[config.mk]
export PLATFORM = sky130hd
export DESIGN_NAME = hrm_ctrl
export DESIGN_NICKNAME = d
export VERILOG_FILES = /design/src/rtl/hrm_ctrl.sv
export SDC_FILE = /design/constraint.sdc
export NUM_CORES = 1
export LEC_CHECK = 0
export BUFFER_PORTS_ARGS = -buffer_cell sky130_fd_sc_hd__buf_2
export CORE_MARGIN = 5
export CORE_UTILIZATION = 43
export DETAILED_ROUTE_END_ITERATION = 6
export PLACE_DENSITY = 0.77
export SYNTH_ARGS = -nofsm -noshare
export SYNTH_HDL_FRONTEND = slang
export SYNTH_SLANG_ARGS = --single-unit
[constraint.sdc]
create_clock -name clk -period 2.3 [get_ports clk]
set_input_delay 0.46 -clock clk [delete_from_list [all_inputs] [get_ports clk]]
set_output_delay 0.46 -clock clk [all_outputs]
set_load 0.01 [all_outputs]
[src/rtl/hrm_ctrl.sv]
// Multi-cycle control unit for the HRM CPU: sequences each instruction through
// fetch, decode and execute and drives the datapath strobes and queue handshakes.
module hrm_ctrl (
  input  logic       clk,
  input  logic       rst,
  input  logic [7:0] iInstr,
  input  logic       inboxEmpty,
  input  logic       outboxFull,
  input  logic       flagZ,
  input  logic       flagN,
  output logic       wIR,
  output logic       wPC,
  output logic       jmpPC,
  output logic [1:0] muxR,
  output logic       wR,
  output logic       wM,
  output logic       muxM,
  output logic [1:0] aluCtl,
  output logic       inboxRd,
  output logic       outboxWr,
  output logic       halted,
  output logic [2:0] state
);

  typedef enum logic [2:0] {
    S_IDLE   = 3'd0,
    S_FETCH  = 3'd1,
    S_DECODE = 3'd2,
    S_INBOX  = 3'd3,
    S_OUTBOX = 3'd4,
    S_MEMRD  = 3'd5,
    S_EXEC   = 3'd6,
    S_HALT   = 3'd7
  } state_t;

  localparam logic [3:0] OP_INBOX    = 4'h0;
  localparam logic [3:0] OP_OUTBOX   = 4'h1;
  localparam logic [3:0] OP_COPYFROM = 4'h2;
  localparam logic [3:0] OP_COPYTO   = 4'h3;
  localparam logic [3:0] OP_ADD      = 4'h4;
  localparam logic [3:0] OP_SUB      = 4'h5;
  localparam logic [3:0] OP_BUMPUP   = 4'h6;
  localparam logic [3:0] OP_BUMPDN   = 4'h7;
  localparam logic [3:0] OP_JUMP     = 4'h8;
  localparam logic [3:0] OP_JUMPZ    = 4'h9;
  localparam logic [3:0] OP_JUMPN    = 4'hA;
  localparam logic [3:0] OP_HALT     = 4'hF;

  localparam logic [1:0] MUXR_INBOX = 2'b00;
  localparam logic [1:0] MUXR_MEM   = 2'b01;
  localparam logic [1:0] MUXR_ALU   = 2'b11;

  localparam logic [1:0] ALU_ADD = 2'b00;
  localparam logic [1:0] ALU_SUB = 2'b01;
  localparam logic [1:0] ALU_INC = 2'b10;
  localparam logic [1:0] ALU_DEC = 2'b11;

  state_t     r_state;
  state_t     w_state_next;
  logic [3:0] r_opcode;

  // Operand nibble is consumed by the datapath IR, not by the controller.
  logic w_unused_operand;
  assign w_unused_operand = ^iInstr[3:0];

  always_ff @(posedge clk or posedge rst) begin
    if (rst) begin
      r_state  <= S_IDLE;
      r_opcode <= 4'h0;
    end else begin
      r_state <= w_state_next;
      if (r_state == S_FETCH) begin
        r_opcode <= iInstr[7:4];
      end
    end
  end

  always_comb begin
    w_state_next = r_state;
    wIR      = 1'b0;
    wPC      = 1'b0;
    jmpPC    = 1'b0;
    muxR     = MUXR_INBOX;
    wR       = 1'b0;
    wM       = 1'b0;
    muxM     = 1'b0;
    aluCtl   = ALU_ADD;
    inboxRd  = 1'b0;
    outboxWr = 1'b0;
    halted   = 1'b0;

    case (r_state)
      S_IDLE: begin
        w_state_next = S_FETCH;
      end

      S_FETCH: begin
        wIR          = 1'b1;
        w_state_next = S_DECODE;
      end

      S_DECODE: begin
        case (r_opcode)
          OP_INBOX:    w_state_next = S_INBOX;
          OP_OUTBOX:   w_state_next = S_OUTBOX;
          OP_COPYFROM,
          OP_ADD,
          OP_SUB,
          OP_BUMPUP,
          OP_BUMPDN:   w_state_next = S_MEMRD;
          OP_HALT:     w_state_next = S_HALT;
          default:     w_state_next = S_EXEC;
        endcase
      end

      // Queue status is used combinationally so a stall releases in the same cycle.
      S_INBOX: begin
        if (!inboxEmpty) begin
          inboxRd      = 1'b1;
          wR           = 1'b1;
          muxR         = MUXR_INBOX;
          wPC          = 1'b1;
          w_state_next = S_FETCH;
        end
      end

      S_OUTBOX: begin
        if (!outboxFull) begin
          outboxWr     = 1'b1;
          wPC          = 1'b1;
          w_state_next = S_FETCH;
        end
      end

      S_MEMRD: begin
        w_state_next = S_EXEC;
      end

      S_EXEC: begin
        w_state_next = S_FETCH;
        case (r_opcode)
          OP_COPYFROM: begin
            wR   = 1'b1;
            muxR = MUXR_MEM;
            wPC  = 1'b1;
          end
          OP_COPYTO: begin
            wM   = 1'b1;
            muxM = 1'b0;
            wPC  = 1'b1;
          end
          OP_ADD, OP_SUB: begin
            aluCtl = (r_opcode == OP_SUB) ? ALU_SUB : ALU_ADD;
            wR     = 1'b1;
            muxR   = MUXR_ALU;
            wPC    = 1'b1;
          end
          // Bumps write the ALU result to both R and the memory cell.
          OP_BUMPUP, OP_BUMPDN: begin
            aluCtl = (r_opcode == OP_BUMPDN) ? ALU_DEC : ALU_INC;
            wR     = 1'b1;
            muxR   = MUXR_ALU;
            wM     = 1'b1;
            muxM   = 1'b1;
            wPC    = 1'b1;
          end
          OP_JUMP: begin
            jmpPC = 1'b1;
          end
          OP_JUMPZ: begin
            jmpPC = flagZ;
            wPC   = ~flagZ;
          end
          OP_JUMPN: begin
            jmpPC = flagN;
            wPC   = ~flagN;
          end
          default: begin
            wPC = 1'b1;
          end
        endcase
      end

      S_HALT: begin
        halted       = 1'b1;
        w_state_next = S_HALT;
      end

      default: begin
        w_state_next = S_IDLE;
      end
    endcase
  end

  assign state = r_state;

endmodule

==> out/qor.csv, run 1 <==
metric,value,unit
track_usage,12.2,%
grt_use_met1,16.1,%
hold_class,input port to asynchronous set/reset pin,
synth_cells,63,
worstSetupPathType,register to output port,
worst-path-max-fanout,5,
die_w,46.7,µm
ctsRootBufferMaster,clkbuf_4,
hpwl,969,µm
worst_pin_slew,0.361,ns
rows,13,
use_met2,18.7,%
yosys_most_used_dff,dfrtp_1,
fin_nets,110,
wire_per_inst,11.3,µm
areaGrowthSynthToFinish,32.2,%
synth_cell_types,28,
worst_ep_arrival_time,1.77,ns
cts_buffers,3,
start_util,45.1,%
fillCellCount,132,
yosysWarnings,0,
synth_area_leaders,"dfrtp_1 (30%), mux2_4 (10%), ha_1 (8.6%), nor2_1 (6.5%), inv_1 (3.9%)",
grt_max_degree,11,
avgSynthCellArea,9.20,µm²
clk_pin_slew_worst_paths,0.05,ns
cts_tree,done,
fmax,449,MHz
grt_pass1_wl,1.86,mm
antenna_found_initial,0,
drt-total-wl,1.19,mm
slew_viol_final,0,
yosysMostFrequentCell,nor2_1,
finalCriticalPeriod,2.23,ns
synth_top_area_share,30.2,%
drv_cap,0,
place.gp.congestion,0.707,
worstPathRequired,1.84,ns
post-route-period-util,96.8,%
drc,0,
fin_cells,106,
die_h,46.7,µm
die-area,2180,µm²
finalSetupViolations,0,
placed_cells,101,
hold_ws,0.125,ns
end_kind,output port,
drive_gt1_share,48.4,%
vias,537,
clock_sinks,7,
hold_violations,0,
startpoint_type,register,
clock_latency,0.24,ns
slew_headroom,75.6,%
grt.busiest_layer,met2,
syn_nets,81,
drtIter0Drc,12,
boundaryPins,30,
grt_pass1_vias,452,
placed_cell_area,704,µm²
num_antenna_cells,0,
clockBufferDepth,2,
synth_edf_count,0,
ant_nets,0,
status,"finished, final reports clean",
dr.pass1.iters,4,
netlist_area,579,µm²
yosysSeqAreaShare,30.2,%
synth_common_cells,"nor2_1 (10), dfrtp_1 (7), inv_1 (6)",
vdd_drop_max,201,µV
worst_slack,0.0745,ns
async_flop_share,100,%
synth_area_leader_cell,dfrtp_1,
dp_slack,0.187,ns
numPortBuffers,25,
coreArea,1280,µm²
fin_area,766,µm²
viasPerCell,5.07,
fin_worst_skew,0.00142,ns
grt_overflow,0,
cts_max_level,1,
p_per_area,315,nW/µm²
synth_seq_cells,7,
utilization,59.6,%
p_leak,0.000377,µW
grtUsageMet3,1.17,%
[layout by cell type, fill, tap and decap left out, types with 2 or more instances in the layout]
| cell type | count |
|---|---|
| o21ai_0 | 3 |
| ha_2 | 2 |
| a21oi_1 | 4 |
| mux2_4 | 4 |
| nor2_1 | 10 |
| buf_2 | 25 |
| ha_1 | 2 |
| inv_1 | 6 |
| clkbuf_4 | 3 |
| nor3_1 | 3 |
| nor2b_1 | 2 |
| dfrtp_1 | 6 |
| nand2b_1 | 2 |
[worst max-delay path, stage by stage (launching register included)]
cell     delay [ns]
dfrtp_2        0.40
inv_1          0.08
ha_1           0.27
nor4_4         0.33
nor4_2         0.08
or2_1          0.22
buf_2          0.13
[routing by layer]
| layer | wire (µm) | vias up | part of all wire (%) |
|---|---|---|---|
| met1 | 529 | 239 | 44 |
| li1 | - | 279 | - |
| met2 | 541 | 17 | 45 |
| met5 | 0 | - | 0 |
| met3 | 99 | 2 | 8.3 |
| met4 | 23 | 0 | 1.9 |
[sequential cells by signal (all words and copies together) (netlist names)]
signal,count
state,3
r_opcode,4
[timing repair]
item | CTS | global route
hold buffers | 0 | 0
setup buffers | 0 | 1
hold endpoints to repair | 0 | 0
cloned | 0 | 0
gates resized for setup | 2 | 5
endpoints found under the setup margin | 2 | 2
[stage by stage]
step,setup TNS (ns),power [µW]
after floorplan,0,128
after global placement,0,136
after detailed placement,0,137
after global routing,-0.0512,249
after CTS,0,246
final,0,241
[cell families after synthesis]
| kind of cell | count (synthesis) | share of synthesized area, % |
|---|---|---|
| buffers and inverters | 9 | 7.77 |
| flip-flops | 7 | 30.2 |
| multiplexers | 4 | 10.4 |
| AND/OR/NAND/NOR | 27 | 30.5 |
| adder cells (fa/ha/maj) | 4 | 8.64 |
| AO/OA/AOI/OAI | 12 | 12.5 |
[worst paths after layout]
| kind | start | to | slack [ns] | depth (start not counted) |
|---|---|---|---|---|
| worst min-delay path | rst | state[2] | 0.12 | 2 |
| min in group clk | iInstr[6] | r_opcode[2] | 0.44 | 2 |
| worst max register to register | state[2] | r_opcode[0] | 0.94 | 3 |
| worst min register to register | r_opcode[0] | r_opcode[0] | 0.59 | 1 |
| worst max-delay path | r_opcode[0] | wR | 0.07 | 6 |
| max in group asynchronous | rst | r_opcode[0] | 1.96 | 2 |
[power by group]
group	leakage, µW	internal (µW)	total (µW)	switching, µW
Combinational	0.000282	5.91	11.2	5.28
Clock	0.0000150	65.9	106	40.3
Sequential	0.0000805	123	123	0
Total	0.000377	195	241	45.6
[layout make-up]
cell class | count | area [µm²] | share of cell area [%]
Timing Repair Buffer | 26 | 133 | 17.3
Clock buffer | 4 | 26.3 | 3.43
Multi-Input combinational cell | 47 | 385 | 50.3
Tap cell | 15 | 18.8 | 2.45
Sequential cell | 7 | 176 | 23.0
Inverter | 7 | 26.3 | 3.43
Note: power is estimated with default switching activity, not from simulation.
==> run 2, diff against run 1 <==
Settings changed: CORE_MARGIN 5 to default, RECOVER_POWER from default to 25.
==> run 2 against run 1 <==
Net effect: global-route usage increased by 7.8 points; worst setup slack better by 0.026 ns; cell count is 1.9% lower; via count rose by 4.3%; worst hold slack got worse by 0.0057 ns; die area is 31% lower; flip-flop and latch count unchanged; non-clock buffer count fell by 1; combinational power about the same; critical endpoint unchanged.
==> out/qor.csv, run 2 (synthesis gave the netlist of run 1 again) <==
metric,value,unit,change
vdd_drop_max,363,µV,+81%
finalCriticalPeriod,2.20,ns,-0.0263 ns
startpoint_type,register,,
viasPerCell,5.38,,+6.3%
die_h,38.7,µm,-17%
r2r_end,r_opcode[3],,
clk_pin_slew_worst_paths,0.05,ns,about the same
die_w,38.7,µm,-17%
cts-hold-fix-buffers,0,,unchanged
drt-total-wl,1.40,mm,+17%
wire_per_inst,13.4,µm,+19%
die-area,1500,µm²,-31%
dp_slack,0.184,ns,-0.00265 ns
drc,0,,unchanged
cts_setup_buffers,0,,unchanged
grt_overflow,0,,unchanged
boundaryPins,30,,unchanged
setup.worst_path.end,wR,,
cts_buffers,3,,unchanged
finalSetupViolations,0,,unchanged
layout_common_cells,"buf_2 (25), nor2_1 (10), dfrtp_1 (6)",,
worst_pin_slew,0.341,ns,-0.0205 ns
place.gp.congestion,0.723,,+2.3%
cts_max_level,1,,unchanged
r2r_cells,3,,unchanged
grt_max_degree,11,,unchanged
fin_worst_skew,0.00459,ns,+0.00317 ns
hold_class,input port to asynchronous set/reset pin,,
clock_latency,0.25,ns,about the same
track_usage,20.0,%,+7.8 points
final_common_cell,buf_2,,
worstPathRequired,1.84,ns,about the same
power.total,245,µW,+1.5%
grt_pass1_wl,2.01,mm,+8.1%
use_met2,32.5,%,+14 points
r2r_slack,0.93,ns,about the same
antenna_found_initial,0,,unchanged
p_per_area,319,nW/µm²,+1.3%
crit_path_start,r_opcode[1],,
status,"finished, final reports clean",,
clockBufferDepth,2,,unchanged
grt_pass1_vias,470,,+4.0%
areaGrowthSynthToFinish,32.4,%,
fmax,455,MHz,+1.2%
ant_nets,0,,unchanged
grt_use_met1,24.9,%,+8.8 points
worst_slack,0.101,ns,+0.0263 ns
worstReg2RegStart,state[2],,
grtUsageMet3,6.94,%,+5.8 points
hold_violations,0,,unchanged
largest_reg_flops,4,,unchanged
regMostFlops,r_opcode,,
slew_headroom,77.0,%,+1.4 points
grt.busiest_layer,met2,,
slew_viol_final,0,,unchanged
start_util,49.5,%,+4.4 points
worstSetupPathType,register to output port,,
vias,560,,+4.3%
num_antenna_cells,0,,unchanged
cts_tree,done,,
drtIter0Drc,7,,-5
clock_sinks,7,,unchanged
drive_gt1_share,50.0,%,+1.6 points
ctsRootBufferMaster,clkbuf_4,,
post-route-period-util,95.6,%,-1.1 points
rows,12,,-1
p_leak,0.000370,µW,-1.8%
coreArea,1170,µm²,-8.9%
fin_nets,109,,-0.91%
hold_ws,0.119,ns,-0.00567 ns
hpwl,986,µm,+1.7%
drv_cap,0,,unchanged
dr.pass1.iters,4,,unchanged
numPortBuffers,25,,unchanged
worst-path-max-fanout,5,,unchanged
grt_setup_unrepaired,no,,
worst_ep_arrival_time,1.74,ns,-0.03 ns
end_kind,output port,,
run 2: what timing repair did:
action	in CTS	in global routing
pin swaps	1	1
setup endpoints to repair	1	2
resized for setup	1	9
run 2: how the worst min path moves through the flow:
stage	from	to	slack [ns]
final	rst	state[0]	0.12
after global routing	rst	state[2]	0.14
after CTS	rst	state[2]	0.12
after detailed placement	rst	state[2]	0.39
after global placement	rst	state[1]	0.39
after floorplan	rst	r_opcode[0]	0.26
run 2: metal layers:
layer | share of wire (%) | vias up
met3 | 6.3 | 3
met4 | 0.72 | 0
li1 | - | 275
met5 | 0 | -
met2 | 48 | 21
met1 | 45 | 261
run 2: critical path, stage by stage, from the launching register on:
cell	delay, ns
dfrtp_2	0.41
inv_1	0.08
ha_2	0.22
nor4_4	0.32
nor4_2	0.09
or2_1	0.23
buf_2	0.14
run 2: final cells by class:
class                           count  area (µm²)
Multi-Input combinational cell     47         395
Timing Repair Buffer               25         125
Fill cell                         109         404
Inverter                            7        26.3
Tap cell                           14        17.5
Clock buffer                        4        26.3
Sequential cell                     7         176
run 2: report_power, final:
group	internal [µW]	switching, µW	total [µW]
Clock	66.1	43.7	110
Combinational	5.92	5.40	11.3
Sequential	123	0	123
Total	195	49.1	245
run 2: through the flow:
stage                     cells  utilization (%)   TNS, ns  instance area [µm²]
after floorplan              63                -         0                  579
after global placement      100             60.0         0                  703
after detailed placement    100             60.0         0                  703
after CTS                   104             62.8  -0.00130                  736
after global routing        104             65.5         0                  767
final                       104             65.5         0                  767
==> run 3, diff against run 2 <==
Settings changed: CORE_UTILIZATION 43 to 30, PLACE_DENSITY 0.77 to default.
==> run 3 against run 2 <==
Net effect: critical path depth unchanged; cell count increased by 11%; global-route usage decreased by 7.9 points; clock power about the same; critical path type unchanged.
==> out/qor.csv, run 3 (synthesis gave the netlist of run 1 again) <==
metric,value,unit,change
clk_pin_slew_worst_paths,0.05,ns,about the same
track_usage,12.1,%,-7.9 points
finalCriticalPeriod,2.22,ns,+0.0179 ns
worst_slack,0.0829,ns,-0.0179 ns
grt_pass1_wl,1.78,mm,-11%
fin_worst_skew,0.000904,ns,-0.00369 ns
antenna_found_initial,0,,unchanged
clock_sinks,7,,unchanged
critPathMaxStageDelay,0.43,ns,+0.02 ns
cts_tree,done,,
grt_pass1_vias,425,,-9.6%
drc,0,,unchanged
cts-hold-fix-buffers,0,,unchanged
rows,15,,+3
status,"finished, final reports clean",,
dp_slack,0.180,ns,-0.00448 ns
clockBufferDepth,2,,unchanged
p_per_area,315,nW/µm²,-1.3%
slew_viol_final,0,,unchanged
grt_max_degree,11,,unchanged
dr.pass1.iters,2,,-2
coreArea,1760,µm²,+51%
cts_max_level,1,,unchanged
worst_pin_slew,0.380,ns,+0.0390 ns
finalSetupViolations,0,,unchanged
hold_violations,0,,unchanged
startpoint_type,register,,
crit_path_cell_trace,"inv_1, ha_2, nor3_1, a2111oi_1, o21ai_0, buf_2",,
utilization,43.7,%,-22 points
die_w,45.9,µm,+19%
slew_headroom,74.3,%,-2.6 points
worstSetupPathType,register to output port,,
fmax,451,MHz,-0.81%
viasPerCell,4.65,,-14%
hpwl,947,µm,-3.9%
start_util,32.8,%,-17 points
wire_per_inst,10.6,µm,-21%
tns,0,ns,unchanged
die-area,2110,µm²,+41%
final_common_cell,buf_2,,
die_h,45.9,µm,+19%
drtIter0Drc,3,,-4
fillCellCount,192,,+76%
cts_buffers,3,,unchanged
layout_common_cells,"buf_2 (25), nor2_1 (10), inv_1 (6), dfrtp_1 (6)",,
worst-path-max-fanout,7,,+2
post-route-period-util,96.4,%,+0.78 points
crit_buf_inv,2,,unchanged
cp_slowest_cell,dfrtp_2,,
end_kind,output port,,
ctsRootBufferMaster,clkbuf_4,,
fin_nets,109,,unchanged
boundaryPins,30,,unchanged
areaGrowthSynthToFinish,33.0,%,
drt-total-wl,1.22,mm,-13%
largest_reg_flops,4,,unchanged
cp_top_family,compound AO/OA/AOI/OAI gates,,
num_antenna_cells,0,,unchanged
drv_cap,0,,unchanged
vias,535,,-4.5%
regMostFlops,r_opcode,,
clock_latency,0.25,ns,about the same
hold_class,input port to asynchronous set/reset pin,,
numPortBuffers,25,,unchanged
ant_nets,0,,unchanged
vdd_drop_max,225,µV,-38%
grt_overflow,0,,unchanged
worstPathRequired,1.84,ns,about the same
place.gp.congestion,0.737,,+1.9%
worst_ep_arrival_time,1.76,ns,+0.02 ns
drive_gt1_share,48.9,%,-1.1 points
p_leak,0.000368,µW,-0.66%
[run 3: cell counts in the layout (fill, tap and decap cells not counted)]
No cell type changed its count.
[run 3: path summary, 6_finish.rpt]
path                       slack [ns]           to         from  cells past startpoint
min in group clk                 0.44  r_opcode[1]    iInstr[5]                      2
max in group asynchronous        1.96  r_opcode[0]          rst                      2
hold / removal                   0.12     state[1]          rst                      2
hold reg to reg                  0.58  r_opcode[0]  r_opcode[0]                      1
setup reg to reg                 0.94  r_opcode[2]     state[2]                      3
setup / recovery                 0.08          wPC  r_opcode[0]                      6
[run 3: layout make-up]
class | count | area (µm²) | share of cell area (%)
clock buffer | 4 | 26.3 | 3.41
inverter | 7 | 26.3 | 3.41
sequential | 7 | 176 | 22.9
tap | 25 | 31.3 | 4.06
multi-input combinational | 47 | 385 | 50.0
timing repair buffer | 25 | 125 | 16.2
[run 3: through the flow]
stage | cells | power, µW | hold WS (ns) | instance area, µm²
5_1_grt | 115 | 255 | 0.140 | 771
6_report | 115 | 243 | 0.123 | 771
4_1_cts | 115 | 247 | 0.128 | 751
3_3_place_gp | 111 | 136 | 0.390 | 717
2_1_floorplan | 63 | 128 | 0.263 | 579
3_5_place_dp | 111 | 137 | 0.393 | 717
[run 3: what timing repair did]
| item | 4_1_cts | 5_1_grt |
|---|---|---|
| setup buffers | 0 | 0 |
| setup endpoints to repair | 2 | 2 |
| gates resized for setup | 2 | 6 |
| pin swaps | 0 | 1 |
[run 3: power by group]
group	total (µW)	switching, µW	internal, µW
registers	123	0	123
logic	11.1	5.15	5.91
clock network	108	42.1	66.0
total	243	47.2	195
[run 3: routing by layer]
layer  wire length, µm  track usage [%]  share of wire, %
met2               559             16.9                46
met3                34             1.19               2.8
met1               608             16.9                50
met4                15             8.82               1.2
met5                 0                0                 0
